**src/rtl/ula_pkg.sv**
```systemverilog
// ula_pkg: definitions shared by the execution sequencer, its bus interface
// and the iterative MULT/DIV engine.
//   - data/opcode/funct widths
//   - opcode and funct codes understood by the ULA
//   - sequencer state enum; ITERA exists only when ULA_ITERATIVA_EN is defined
//   - immediate helpers: sign extension and immediate-operand opcode set
`timescale 1ns/1ps
package ula_pkg;

  localparam int DATA_W = 32;
  localparam int OP_W   = 6;

  localparam logic [OP_W-1:0] OP_ARIT  = 6'd0;
  localparam logic [OP_W-1:0] OP_LOG   = 6'd1;
  localparam logic [OP_W-1:0] OP_ADDI  = 6'd2;
  localparam logic [OP_W-1:0] OP_LOAD  = 6'd6;
  localparam logic [OP_W-1:0] OP_STORE = 6'd7;
  localparam logic [OP_W-1:0] OP_IN    = 6'd8;
  localparam logic [OP_W-1:0] OP_BEQ   = 6'd10;
  localparam logic [OP_W-1:0] OP_BNE   = 6'd11;
  localparam logic [OP_W-1:0] OP_SUBI  = 6'd20;
  localparam logic [OP_W-1:0] OP_PID   = 6'd28;

  localparam logic [OP_W-1:0] FN_MULT  = 6'd2;
  localparam logic [OP_W-1:0] FN_DIV   = 6'd3;

  typedef enum logic [1:0] {
    OCIOSO   = 2'd0,
    EXECUTA  = 2'd1,
`ifdef ULA_ITERATIVA_EN
    ITERA    = 2'd2,
`endif
    RESPONDE = 2'd3
  } estado_t;

  function automatic logic [DATA_W-1:0] extende_sinal(input logic [15:0] imm);
    return {{(DATA_W-16){imm[15]}}, imm};
  endfunction

  // Opcodes whose second ULA operand is the instruction immediate.
  function automatic logic usa_imediato(input logic [OP_W-1:0] op);
    return op inside {OP_ADDI, OP_LOAD, OP_STORE, OP_IN, OP_SUBI, OP_PID};
  endfunction

endpackage

```
**src/rtl/ula_sequenciador_if.sv**
```systemverilog
// ula_sequenciador_if: every non-clock signal of the execution sequencer.
//   instruction handshake : instr_valid, instr_ready, instrucao, dados_1, dados_2
//   ULA drive/capture     : opcode_ula, funct_ula, a_ula, b_ula, resultado_ula, zero_ula
//   result handshake      : res_valid, res_ready, resultado, desvio
//   status                : ocupado
// master = sequencer side, slave = surrounding datapath (register read, ULA, write-back).
`timescale 1ns/1ps
interface ula_sequenciador_if;
  import ula_pkg::*;

  logic              instr_valid;
  logic              instr_ready;
  logic [DATA_W-1:0] instrucao;
  logic [DATA_W-1:0] dados_1;
  logic [DATA_W-1:0] dados_2;
  logic [OP_W-1:0]   opcode_ula;
  logic [OP_W-1:0]   funct_ula;
  logic [DATA_W-1:0] a_ula;
  logic [DATA_W-1:0] b_ula;
  logic [DATA_W-1:0] resultado_ula;
  logic              zero_ula;
  logic              res_valid;
  logic              res_ready;
  logic [DATA_W-1:0] resultado;
  logic              desvio;
  logic              ocupado;

  modport master (
    input  instr_valid, instrucao, dados_1, dados_2, resultado_ula, zero_ula, res_ready,
    output instr_ready, opcode_ula, funct_ula, a_ula, b_ula, res_valid, resultado, desvio, ocupado
  );

  modport slave (
    output instr_valid, instrucao, dados_1, dados_2, resultado_ula, zero_ula, res_ready,
    input  instr_ready, opcode_ula, funct_ula, a_ula, b_ula, res_valid, resultado, desvio, ocupado
  );

endinterface

```
**src/rtl/ula_muldiv_iterativo.sv**
```systemverilog
// ula_muldiv_iterativo: 32-step bit-serial engine, built only with ULA_ITERATIVA_EN.
//   clock, reset     : rising-edge clock, synchronous active-low reset
//   start            : load pulse; the first step happens on the following edge
//   op               : 0 = MULT (low 32 bits of a*b), 1 = DIV (unsigned a/b)
//   a, b             : operands, held stable by the caller for the whole run
//   done             : high during the last step; resultado is valid in that cycle
//   resultado        : value after the current step (combinational)
// DIV by zero yields 32'hFFFFFFFF: every restoring trial subtraction succeeds.
`timescale 1ns/1ps
`ifdef ULA_ITERATIVA_EN
module ula_muldiv_iterativo
  import ula_pkg::*;
(
  input  logic              clock,
  input  logic              reset,
  input  logic              start,
  input  logic              op,
  input  logic [DATA_W-1:0] a,
  input  logic [DATA_W-1:0] b,
  output logic              done,
  output logic [DATA_W-1:0] resultado
);

  logic [4:0]        contador;
  logic              ativo;
  logic [DATA_W-1:0] acc;    // product accumulator or quotient shift register
  logic [DATA_W-1:0] resto;  // partial remainder (DIV only)

  logic [DATA_W-1:0] produto_prox;
  logic [DATA_W-1:0] quociente_prox;
  logic [DATA_W-1:0] resto_prox;
  logic [DATA_W:0]   resto_desl;
  logic [DATA_W:0]   diferenca;
  logic              cabe;

  // NOTE: every signal of this always_comb is assigned on every path, so no latch is inferred.
  always_comb begin
    // MULT step k adds a<<k when bit k of b is set.
    produto_prox   = acc + (b[contador] ? (a << contador) : '0);
    // DIV step k brings dividend bit 31-k into the remainder (MSB first).
    resto_desl     = {resto, a[5'd31 - contador]};
    diferenca      = resto_desl - {1'b0, b};
    cabe           = (resto_desl >= {1'b0, b});
    resto_prox     = cabe ? diferenca[DATA_W-1:0] : resto_desl[DATA_W-1:0];
    quociente_prox = {acc[DATA_W-2:0], cabe};
  end

  assign resultado = op ? quociente_prox : produto_prox;
  assign done      = ativo && (contador == 5'd31);

  always_ff @(posedge clock) begin
    if (!reset) begin
      contador <= '0;
      ativo    <= 1'b0;
      acc      <= '0;
      resto    <= '0;
    end else if (start) begin
      contador <= '0;
      ativo    <= 1'b1;
      acc      <= '0;
      resto    <= '0;
    end else if (ativo) begin
      acc      <= op ? quociente_prox : produto_prox;
      resto    <= resto_prox;
      contador <= contador + 5'd1;
      if (contador == 5'd31) ativo <= 1'b0;
    end
  end

endmodule
`endif

```
**src/rtl/ula_sequenciador.sv**
```systemverilog
// ula_sequenciador: multi-cycle execution sequencer in front of the combinational ULA.
//   clock, reset : rising-edge clock, synchronous active-low reset
//   bus (master) : instruction handshake in, ULA operation/operands out,
//                  ULA Resultado/Zero in, result handshake out, ocupado status
// Flow: OCIOSO accepts and registers the ULA inputs, EXECUTA lets the ULA settle
// and captures its outputs, RESPONDE holds the result until res_ready.
// Optional macro ULA_ITERATIVA_EN: opcode 0 with funct MULT/DIV bypasses the ULA
// and runs 32 cycles in ITERA on ula_muldiv_iterativo.
`timescale 1ns/1ps
module ula_sequenciador
  import ula_pkg::*;
(
  input  logic               clock,
  input  logic               reset,
  ula_sequenciador_if.master bus
);

  estado_t           estado;
  logic [OP_W-1:0]   opcode_r;
  logic [OP_W-1:0]   funct_r;
  logic [DATA_W-1:0] a_r;
  logic [DATA_W-1:0] b_r;
  logic [DATA_W-1:0] resultado_r;
  logic              desvio_r;
  logic              res_valid_r;

  logic [OP_W-1:0]   opcode_in;
  logic [OP_W-1:0]   funct_in;
  logic [DATA_W-1:0] b_in;
  logic              aceita;

  assign opcode_in = bus.instrucao[31:26];
  assign funct_in  = bus.instrucao[5:0];
  assign b_in      = usa_imediato(opcode_in) ? extende_sinal(bus.instrucao[15:0]) : bus.dados_2;
  assign aceita    = (estado == OCIOSO) && bus.instr_valid;

`ifdef ULA_ITERATIVA_EN
  logic              iterativo_in;
  logic              mdv_done;
  logic [DATA_W-1:0] mdv_resultado;

  assign iterativo_in = (opcode_in == OP_ARIT) && ((funct_in == FN_MULT) || (funct_in == FN_DIV));

  // The engine steps on the registered operands, which are loaded on the same edge as start.
  ula_muldiv_iterativo u_muldiv (
    .clock     (clock),
    .reset     (reset),
    .start     (aceita && iterativo_in),
    .op        (funct_r == FN_DIV),
    .a         (a_r),
    .b         (b_r),
    .done      (mdv_done),
    .resultado (mdv_resultado)
  );
`endif

  // NOTE: sequential state uses non-blocking assignments so every register samples pre-edge values.
  always_ff @(posedge clock) begin
    if (!reset) begin
      estado      <= OCIOSO;
      opcode_r    <= '0;
      funct_r     <= '0;
      a_r         <= '0;
      b_r         <= '0;
      resultado_r <= '0;
      desvio_r    <= 1'b0;
      res_valid_r <= 1'b0;
    end else begin
      case (estado)
        OCIOSO: begin
          if (aceita) begin
            opcode_r <= opcode_in;
            funct_r  <= funct_in;
            a_r      <= bus.dados_1;
            b_r      <= b_in;
`ifdef ULA_ITERATIVA_EN
            estado   <= iterativo_in ? ITERA : EXECUTA;
`else
            estado   <= EXECUTA;
`endif
          end
        end
        EXECUTA: begin
          resultado_r <= bus.resultado_ula;
          desvio_r    <= bus.zero_ula;
          res_valid_r <= 1'b1;
          estado      <= RESPONDE;
        end
`ifdef ULA_ITERATIVA_EN
        ITERA: begin
          if (mdv_done) begin
            resultado_r <= mdv_resultado;
            desvio_r    <= 1'b0;
            res_valid_r <= 1'b1;
            estado      <= RESPONDE;
          end
        end
`endif
        RESPONDE: begin
          if (bus.res_ready) begin
            res_valid_r <= 1'b0;
            estado      <= OCIOSO;
          end
        end
        default: estado <= OCIOSO;
      endcase
    end
  end

  // instr_ready also looks at reset so nothing is offered while reset is held low.
  assign bus.instr_ready = (estado == OCIOSO) && reset;
  assign bus.ocupado     = (estado != OCIOSO);
  assign bus.opcode_ula  = opcode_r;
  assign bus.funct_ula   = funct_r;
  assign bus.a_ula       = a_r;
  assign bus.b_ula       = b_r;
  assign bus.resultado   = resultado_r;
  assign bus.desvio      = desvio_r;
  assign bus.res_valid   = res_valid_r;

endmodule

```
**src/flat_wrapper.sv**
```systemverilog
// flat-port wrapper written by rule: the top's interface ports become plain ports
module ula_sequenciador_flat import ula_pkg::*;
  (clock, reset, bus_instr_valid, bus_instrucao, bus_dados_1, bus_dados_2, bus_resultado_ula, bus_zero_ula, bus_res_ready, bus_instr_ready, bus_opcode_ula, bus_funct_ula, bus_a_ula, bus_b_ula, bus_res_valid, bus_resultado, bus_desvio, bus_ocupado);
  ula_sequenciador_if bus_i ();
  input  logic clock;
  input  logic reset;
  input wire logic [$bits(bus_i.instr_valid)-1:0] bus_instr_valid;
  input wire logic [$bits(bus_i.instrucao)-1:0] bus_instrucao;
  input wire logic [$bits(bus_i.dados_1)-1:0] bus_dados_1;
  input wire logic [$bits(bus_i.dados_2)-1:0] bus_dados_2;
  input wire logic [$bits(bus_i.resultado_ula)-1:0] bus_resultado_ula;
  input wire logic [$bits(bus_i.zero_ula)-1:0] bus_zero_ula;
  input wire logic [$bits(bus_i.res_ready)-1:0] bus_res_ready;
  output wire logic [$bits(bus_i.instr_ready)-1:0] bus_instr_ready;
  output wire logic [$bits(bus_i.opcode_ula)-1:0] bus_opcode_ula;
  output wire logic [$bits(bus_i.funct_ula)-1:0] bus_funct_ula;
  output wire logic [$bits(bus_i.a_ula)-1:0] bus_a_ula;
  output wire logic [$bits(bus_i.b_ula)-1:0] bus_b_ula;
  output wire logic [$bits(bus_i.res_valid)-1:0] bus_res_valid;
  output wire logic [$bits(bus_i.resultado)-1:0] bus_resultado;
  output wire logic [$bits(bus_i.desvio)-1:0] bus_desvio;
  output wire logic [$bits(bus_i.ocupado)-1:0] bus_ocupado;
  assign bus_i.instr_valid = bus_instr_valid;
  assign bus_i.instrucao = bus_instrucao;
  assign bus_i.dados_1 = bus_dados_1;
  assign bus_i.dados_2 = bus_dados_2;
  assign bus_i.resultado_ula = bus_resultado_ula;
  assign bus_i.zero_ula = bus_zero_ula;
  assign bus_i.res_ready = bus_res_ready;
  assign bus_instr_ready = bus_i.instr_ready;
  assign bus_opcode_ula = bus_i.opcode_ula;
  assign bus_funct_ula = bus_i.funct_ula;
  assign bus_a_ula = bus_i.a_ula;
  assign bus_b_ula = bus_i.b_ula;
  assign bus_res_valid = bus_i.res_valid;
  assign bus_resultado = bus_i.resultado;
  assign bus_desvio = bus_i.desvio;
  assign bus_ocupado = bus_i.ocupado;
  ula_sequenciador u_core (.clock(clock), .reset(reset), .bus(bus_i));
endmodule
```
**config.mk**
```make
export PLATFORM = sky130hd
export DESIGN_NAME = ula_sequenciador_flat
export DESIGN_NICKNAME = d
export VERILOG_FILES = /design/src/rtl/ula_pkg.sv /design/src/rtl/ula_sequenciador_if.sv /design/src/rtl/ula_muldiv_iterativo.sv /design/src/rtl/ula_sequenciador.sv /design/src/flat_wrapper.sv
export SDC_FILE = /design/constraint.sdc
export NUM_CORES = 1
export LEC_CHECK = 0
export ABC_AREA = 0
export CORE_MARGIN = 2
export CORE_UTILIZATION = 34
export DETAILED_ROUTE_END_ITERATION = 10
export GPL_ROUTABILITY_DRIVEN = 0
export PLACE_DENSITY = 0.85
export SLEW_MARGIN = 20
export SYNTH_ARGS = -nofsm -noshare
export SYNTH_HDL_FRONTEND = slang
export SYNTH_HIERARCHICAL = 1
export SYNTH_SLANG_ARGS = --single-unit
```
**constraint.sdc**
```tcl
create_clock -name clock -period 1.75 [get_ports clock]
set_input_delay 0.175 -clock clock [delete_from_list [all_inputs] [get_ports clock]]
set_output_delay 0.175 -clock clock [all_outputs]
set_load 0.02 [all_outputs]
```
==> metrics.txt, run 1 <==
CTS root buffer=clkbuf_16; die width=around 120 µm; most frequent cells in the layout=clkdlybuf4s50_1 (228), nand2_1 (176), dfxtp_1 (112); Slew Limit Headroom=0.728; commonest non-fill, non-tap cell in the layout=clkdlybuf4s50_1; DP Wirelength=about 9.6 mm; Worst Hold Depth=3; DR top layer=met5; Final Hold Viols=0; CORE AREA=between 10000 and 15000 µm²; Worst EP arrival=1.93 ns; postcts setup bufs=0; worst skew pair latency=0.33 ns; row cnt=40; CTS buffer count=9; Setup Crit Path Kind=in -> reg; initial antenna violation count=1; antenna diode count=0; Post-Route WL=12.8 mm; port bufs=234; met1 WL=a little over 5 mm; DRT Pass-1 Iters=4; LEAKAGE=about 2.8 nW; first-pass GRT wire length=20.0 mm; synth warn=6; DR vias=roughly 4200; outcome=finished clean; WL met3=~980 µm; largest net degree at the start of global routing=approximately 110; clock sink total=between 100 and 150; worst r2r dst=u_core/bus.b_ula[0]; Worst setup EP type=register; antenna violation net count after detailed routing=0; Final period util=0.982; DR WL/cell=about 14 µm; RSZ-0062 raised after global routing=no; synth unique cells=23; vias in the first global route=about 4300; gr usage total=0.188; Initial Util=0.352; synthesis-to-layout area growth=69.2%; GRT overflow=0; Cells after Synth=501; max capacitance violation total=0; clk slew on worst S/H paths=roughly 0.070 ns; initial drt markers=approximately 210; Worst setup SP type=primary input; worst setup margin=0.0316 ns; Least-Margin Pin Slew=around 0.4 ns; CP Data Required Time=~2.0 ns; Hold-fix buffers, CTS=0; Max FO, Critical Path=5; die area=between 10000 and 15000 µm²; Peak VDD IR=473 µV; die height=around 120 µm; dpl ws=-0.487 ns; CTS tree=built; Power Density=approximately 900 nW/µm²; Worst R2R Start=u_core/estado[1]; Post-Syn Area per Cell=~8.5 µm²; fin crit period=about 1.7 ns; sequential share of the synthesized area=0.526; met2 routed WL=6.46 mm; Nets=861; # DRC=0; path depth of the worst reg2reg path=5; Hold Path Sink=u_core/bus.a_ula[24]; H-tree depth=3; slack of the worst reg-to-reg path=0.29 ns; DR vias/cell=roughly 4.7; count of state elements after synthesis=approximately 110; Clock Path Buffers=2; syn nets=approximately 630; clock skew=0.00963 ns; area post-placement=about 6900 µm²; fmax=slightly below 600 MHz; Netlist Area Pre-Place=4260 µm²; # setup viols final=0; Slew Viols, Final=0; share of cells above drive strength 1=0.0750; Worst Hold Launch=reset; final instance area=7210 µm²; Hold Crit Class=in -> reg; I/O pin cnt=~250
-- synth_stat cells --
cell / n / area [µm²]
a21boi_0: 77 / 578
o21ai_0: 32 / 160
nand3b_1: 1 / 7.51
nor2_1: 1 / 3.75
nand2b_1: 1 / 6.26
inv_1: 2 / 7.51
buf_6: 1 / 11.3
a21oi_1: 24 / 120
o21bai_1: 2 / 15.0
buf_1: 2 / 7.51
nand2_1: 176 / 661
a21oi_2: 10 / 87.6
a31oi_1: 1 / 6.26
or4b_1: 1 / 10.0
o21a_1: 1 / 7.51
clkbuf_1: 33 / 124
nor3_1: 1 / 5.00
buf_2: 3 / 15.0
mux2i_1: 15 / 150
and2_1: 2 / 12.5
nor2b_1: 2 / 12.5
or3b_2: 1 / 8.76
dfxtp_1: 112 / 2240
-- registers in the layout (all words and copies together) (netlist names) --
signal / cells
u_core/bus.opcode_ula: 6
u_core/bus.res_valid: 1
u_core/estado: 2
u_core/bus.b_ula: 32
u_core/bus.a_ula: 32
u_core/bus.funct_ula: 6
u_core/bus.resultado: 32
u_core/bus.desvio: 1
-- layout make-up --
cell class                      count  area, µm²
Multi-Input combinational cell    348       1900
Clock inverter                      3       40.0
Inverter                            2       7.51
Fill cell                        1044       4900
Timing Repair Buffer              255       2550
Sequential cell                   112       2240
Tap cell                          168        210
Clock buffer                       13        260
-- worst max-delay path by stage --
stage                            startpoint                    to  slack, ns
final                     bus_instrucao[28]   u_core/bus.b_ula[7]       0.03
after global routing      bus_instrucao[28]  u_core/bus.b_ula[15]      0.002
after CTS                  u_core/estado[1]           bus_ocupado       0.04
after detailed placement  bus_instrucao[27]  u_core/bus.b_ula[16]      -0.49
after global placement    bus_instrucao[27]  u_core/bus.b_ula[15]      -0.44
after floorplan           bus_instrucao[26]  u_core/bus.b_ula[23]       0.10
-- routing by layer --
metal  up-vias  global-route usage
met2       184               0.335
met4         2              0.0698
met1      1889               0.215
met3        22              0.0492
met5         -                   0
li1       2097                   -
-- critical path: stages --
cell and delay [ns]:
clkdlybuf4s50_1 0.42, or4b_4 0.50, a31oi_4 0.24, o21bai_4 0.12, buf_4 0.19, mux2i_1 0.18
a21oi_1 0.10
-- where the power goes --
part | switching [mW] | leakage, nW | internal (mW) | total [mW]
Sequential | 0.110 | 0.920 | 2.76 | 2.87
Combinational | 0.755 | 1.70 | 0.797 | 1.55
Clock | 0.866 | 0.150 | 1.19 | 2.05
Total | 1.73 | 2.77 | 4.74 | 6.47
-- cells by family (layout without fill, tap and decap cells) --
group           Yosys count  in the layout  share of synthesized area
compound gates          147            147                      0.229
buf+inv                  41            273                     0.0388
flops                   112            112                      0.526
mux                      15             15                     0.0353
simple gates            186            186                      0.171
-- repair_timing --
action	CTS	global route
endpoints found under the hold margin	0	0
setup endpoints to repair	34	3
pin swaps	3	3
resized for setup	12	2
-- stage by stage --
step	util	hold WS, ns	std cells	power [mW]	setup TNS [ns]
floorplan	-	0.278	501	3.60	0
global placement	0.567	0.450	885	4.44	-12.69
detailed placement	0.567	0.455	885	4.47	-13.93
CTS	0.595	0.383	901	6.55	0
global route	0.595	0.390	901	6.78	0
finish	0.595	0.377	901	6.47	0
Note: power is estimated with default switching activity, not from simulation.
==> inputs of run 2 (changes only) <==
--- a/config.mk
+++ b/config.mk
@@ -10,6 +10,7 @@
 export CORE_UTILIZATION = 34
 export DETAILED_ROUTE_END_ITERATION = 10
 export GPL_ROUTABILITY_DRIVEN = 0
+export GPL_TIMING_DRIVEN = 0
 export PLACE_DENSITY = 0.85
 export SLEW_MARGIN = 20
 export SYNTH_ARGS = -nofsm -noshare
==> constraint.sdc (replaced) <==
create_clock -name clock -period 1.75 [get_ports clock]
set_input_delay 0.35 -clock clock [delete_from_list [all_inputs] [get_ports clock]]
set_output_delay 0.35 -clock clock [all_outputs]
set_load 0.02 [all_outputs]
==> run 2 against run 1 <==
  * The run now ends with negative setup slack left
  * Sequential share of layout area up 0.12 points
  * Register-to-register slack worse by 0.11 ns
  * Cell count up 1.8%
==> metrics.txt, run 2 (synthesis gave the netlist of run 1 again) <==
DR vias=~4300; die width=116 µm; clock sink total=around 110; Hold Crit Class=in -> reg; commonest non-fill, non-tap cell in the layout=clkdlybuf4s50_1; Max FO, Critical Path=17; max capacitance violation total=0; LEAKAGE=~2.8 nW; port bufs=~230; area post-placement=~6800 µm²; largest net degree at the start of global routing=18; final instance area=7180 µm²; TNS Setup=-0.00729 ns; Peak VDD IR=roughly 630 µV; initial drt markers=256; most frequent cells in the layout=clkdlybuf4s50_1 (226), nand2_1 (176), dfxtp_1 (112); area of the multi-input gates=approximately 1900 µm²; clock skew=about 0.004 ns; clk slew on worst S/H paths=roughly 0.07 ns; Initial Util=0.352; Slew Viols, Final=0; row cnt=40; CP Data Required Time=roughly 2.0 ns; share of cells above drive strength 1=0.0734; Seq. cell area=2240 µm²; H-tree depth=3; DR WL/cell=around 15 µm; CTS root buffer=clkbuf_16; worst skew pair latency=around 0.35 ns; Slew Limit Headroom=0.610; # DRC=0; DP Wirelength=10.1 mm; worst setup margin=-0.00302 ns; die height=approximately 120 µm; Final period util=1.00; Fillers=1100; # setup viols final=4; CTS tree=built; Worst EP arrival=about 2 ns; fmax=between 500 and 600 MHz; Final Hold Viols=0; Power Density=about 890 nW/µm²; CORE AREA=around 12000 µm²; fin crit period=1.75 ns; DR vias/cell=between 4 and 5; vias in the first global route=~4200; DRT Pass-1 Iters=4; Nets=roughly 880; Least-Margin Pin Slew=~0.59 ns; first-pass GRT wire length=roughly 21 mm; gr usage total=0.203; outcome=complete, but fails checks; Clock Path Buffers=2; Worst setup SP type=primary input; synthesis-to-layout area growth=68.6%; die area=between 10000 and 15000 µm²; failing checks=negative setup slack; Final Util=0.593; initial antenna violation count=0; CTS buffer count=9; GRT overflow=0; Worst setup EP type=register; antenna diode count=0; RSZ-0062 raised after global routing=yes; I/O pin cnt=approximately 250; Post-Route WL=roughly 14 mm; Setup Crit Path Kind=in -> reg; antenna violation net count after detailed routing=0; Hold-fix buffers, CTS=0
-- run 2: cell count changes in the layout (fill, tap and decap cells not counted), sizes merged --
cell and change:
buf -16, clkinvlp +1, clkdlybuf4s50 -2, bufinv -1, clkdlybuf4s15 +1, clkbuf +33
-- run 2: per-layer routing --
metal	global-route usage	wire [µm]	vias to the layer above
met2	0.359	6630	164
met4	0.0651	211	0
met1	0.226	5540	1938
li1	-	-	2136
met3	0.0753	1210	18
met5	0	0	-
-- run 2: path summary, 6_finish.rpt --
| path | slack, ns | to | start | depth (start not counted) |
|---|---|---|---|---|
| hold / removal | 0.37 | u_core/estado[1] | reset | 3 |
| hold reg to reg | 0.46 | u_core/bus.a_ula[12] | u_core/bus.a_ula[12] | 2 |
| setup reg to reg | 0.18 | u_core/bus.b_ula[22] | u_core/estado[1] | 6 |
| setup / recovery | -0.003 | u_core/bus.b_ula[18] | bus_instrucao[28] | 7 |
-- run 2: worst max-delay path, cell delays in order --
cell           delay, ns
dlygate4sd2_1       0.27
or4b_4              0.55
a31oi_4             0.21
o21bai_4            0.13
o21a_1              0.23
buf_12              0.17
a21oi_1             0.12
-- run 2: cell type report --
class,instances,area share
Buffer,38,0.0289
Clock buffer,12,0.0357
Clock inverter,3,0.00244
Inverter,2,0.00105
Multi-Input combinational cell,348,0.266
Sequential cell,112,0.312
Tap cell,168,0.0293
Timing Repair Buffer,234,0.325
-- run 2: stage by stage --
stage / hold WS (ns) / instances / setup WS (ns) / power (mW)
floorplan: 0.453 / 501 / -0.0345 / 3.60
global placement: 0.449 / 902 / -0.729 / 4.44
detailed placement: 0.456 / 902 / -0.732 / 4.45
CTS: 0.366 / 917 / 0.00340 / 6.43
global route: 0.382 / 917 / -0.0191 / 6.70
finish: 0.373 / 917 / -0.00302 / 6.36
-- run 2: where the power goes --
| part | leakage, nW | internal, mW | switching [mW] |
|---|---|---|---|
| sequential | 0.920 | 2.75 | 0.103 |
| clock | 0.134 | 1.03 | 0.914 |
| combinational | 1.70 | 0.780 | 0.780 |
-- run 2: timing repair --
item                                    CTS  global route
setup buffers                             1             0
resized for setup                        25            35
endpoints found under the setup margin   77            71
pin swaps                                 4             2
==> inputs of run 3 (changes only) <==
--- a/config.mk
+++ b/config.mk
@@ -12,8 +12,8 @@
 export GPL_ROUTABILITY_DRIVEN = 0
 export GPL_TIMING_DRIVEN = 0
 export PLACE_DENSITY = 0.85
+export SKIP_LAST_GASP = 1
 export SLEW_MARGIN = 20
 export SYNTH_ARGS = -nofsm -noshare
 export SYNTH_HDL_FRONTEND = slang
-export SYNTH_HIERARCHICAL = 1
 export SYNTH_SLANG_ARGS = --single-unit
==> run 3 against run 2 <==
  * The flow now finishes without violations
  * Via count down 0.96%
  * Clock power grew 12%
  * Cell count rose by 0.44%
  * Synthesized cell count unchanged
  * Critical path type unchanged
==> metrics.txt, run 3 <==
Post-Synth Adder-Cell Area=0; DR vias/cell=between 4 and 5; compound-cell area share of the yosys netlist=0.230; DRT Pass-1 Iters=4; top cell type's share of synthesized area=0.526; most frequent cells in the layout=clkdlybuf4s50_1 (226), nand2_1 (176), dfxtp_1 (112); largest cells by area after synthesis=dfxtp_1 (53%), nand2_1 (16%), a21boi_0 (14%); Hold Crit Class=in -> reg; I/O pin cnt=roughly 250; area of the multi-input gates=1900 µm²; Least-Margin Pin Slew=around 0.44 ns; CTS root buffer=clkbuf_16; Post-Route WL=between 10 and 15 mm; die area=~13000 µm²; LEAKAGE=approximately 2.8 nW; fin crit period=between 1.5 and 2 ns; DR WL/cell=roughly 15 µm; share of cells above drive strength 1=0.0823; Hold Path Sink=u_core.bus.opcode_ula[3]; Clock Path Buffers=2; synthesis-to-layout area growth=70.0%; Worst Hold Depth=3; commonest non-fill, non-tap cell in the layout=clkdlybuf4s50_1; Worst setup SP type=primary input; initial antenna violation count=1; Slew Limit Headroom=0.707; clock sink total=about 110; antenna violation net count after detailed routing=0; worst r2r dst=u_core.bus.b_ula[31]; clk slew on worst S/H paths=roughly 0.070 ns; most frequent cell after synthesis=nand2_1; Slew Viols, Final=0; row cnt=40; asr flop ratio synth=0; Seq. cell area=2240 µm²; die height=roughly 120 µm; Initial Util=0.352; outcome=finished clean; worst skew pair latency=0.35 ns; ys flop type=dfxtp_1; Peak VDD IR=~550 µV; Worst Hold Launch=bus_instrucao[29]; CTS buffer count=9; post-synthesis mux area share=0.0352; max capacitance violation total=0; syn nets=634; gr usage total=0.198; path depth of the worst reg2reg path=6; Fillers=between 1000 and 1500; DR vias=approximately 4200; RSZ-0062 raised after global routing=no; CP Data Required Time=2.03 ns; DP Wirelength=a little over 10 mm; Worst EP arrival=~2 ns; Synth area leader=dfxtp_1; Final period util=0.976; synth unique cells=23; CTS tree=built; # setup viols final=0; Cells after Synth=around 500; vias in the first global route=between 4000 and 5000; slack of the worst reg-to-reg path=about 0.14 ns; Setup Crit Path Kind=in -> reg; H-tree depth=3; Worst R2R Start=u_core.estado[1]; Post-Syn Area per Cell=between 8 and 9 µm²; Power Density=approximately 900 nW/µm²; synth cell count leaders=nand2_1 (176), dfxtp_1 (112), a21boi_0 (77); synth warn=0; Final Hold Viols=0; final instance area=a little over 7000 µm²; EDFF count, synth=0; initial drt markers=~180; sequential share of the synthesized area=0.526; Nets=881; area post-placement=6810 µm²; GRT overflow=0; Netlist Area Pre-Place=roughly 4300 µm²; first-pass GRT wire length=a little over 20 mm; Synth Area in XOR/XNOR=0; Max FO, Critical Path=10; simple-gate share of the synthesized area=0.171; # DRC=0; die width=between 100 and 150 µm; Worst setup EP type=register; largest net degree at the start of global routing=20; clock skew=between 0.004 and 0.005 ns; CORE AREA=between 10000 and 15000 µm²; port bufs=roughly 230; count of state elements after synthesis=about 110; fmax=586 MHz; TNS Setup=0 ns; antenna diode count=0; main combinational cell family by area after synthesis=compound AO/OA/AOI/OAI gates
## run 3: metrics by stage
| step | util | setup slack, ns | std cells | hold slack [ns] | total power [mW] |
|---|---|---|---|---|---|
| final | 0.598 | 0.0427 | 921 | 0.290 | 6.60 |
| after global routing | 0.598 | 0.00204 | 921 | 0.290 | 6.91 |
| after CTS | 0.597 | -0.0205 | 921 | 0.293 | 6.67 |
| after detailed placement | 0.563 | -0.831 | 902 | 0.456 | 4.46 |
| after global placement | 0.563 | -0.836 | 902 | 0.449 | 4.44 |
| after floorplan | - | -0.0362 | 501 | 0.453 | 3.60 |
## run 3: worst max path at each step
stage	depth (start not counted)	endpoint	start
3_3_place_gp	7	u_core.bus.b_ula[12]	bus_instrucao[26]
2_1_floorplan	7	u_core.bus.b_ula[23]	bus_instrucao[26]
4_1_cts	3	bus_instr_ready	u_core.estado[1]
6_report	8	u_core.bus.b_ula[29]	bus_instrucao[28]
5_1_grt	5	u_core.bus.desvio	u_core.estado[1]
3_5_place_dp	7	u_core.bus.b_ula[12]	bus_instrucao[26]
## run 3: worst max-delay path, stage by stage
cell and delay (ns):
clkdlybuf4s15_2 0.22, or4b_4 0.50, a31oi_4 0.22, o21bai_4 0.11
o21a_1 0.20, buf_6 0.13, buf_12 0.14, a21oi_2 0.11
## run 3: kinds of logic (layout without fill, tap and decap cells)
logic type      Yosys count  in the layout
compound gates          147            147
buf+inv                  41            293
simple gates            186            186
flops                   112            112
mux                      15             15
## run 3: final cells by class
type / instances / share of cell area
multi-input combinational: 348 / 0.263
timing repair buffer: 237 / 0.325
clock inverter: 2 / 0.00484
inverter: 2 / 0.00104
clock buffer: 14 / 0.0392
tap: 168 / 0.0290
sequential: 112 / 0.310
buffer: 38 / 0.0282
## run 3: power breakdown
group	total [mW]	leakage (nW)	switching [mW]	internal, mW
Sequential	2.86	0.920	0.104	2.75
Clock	2.18	0.159	0.909	1.27
Combinational	1.57	1.72	0.778	0.792
Total	6.60	2.80	1.79	4.81
## run 3: repair_timing
action | in CTS | in global routing
hold buffers | 0 | 0
buffers inserted | 4 | 0
resized for setup | 32 | 32
pin swaps | 4 | 3
setup endpoints to repair | 77 | 73
## run 3: per-layer routing
| metal | global-route usage | share of wire | vias to the layer above |
|---|---|---|---|
| met5 | 0 | 0.00096 | - |
| met4 | 0.0857 | 0.023 | 2 |
| met3 | 0.0727 | 0.092 | 23 |
| met2 | 0.341 | 0.47 | 160 |
| met1 | 0.219 | 0.41 | 1884 |
| li1 | - | - | 2146 |
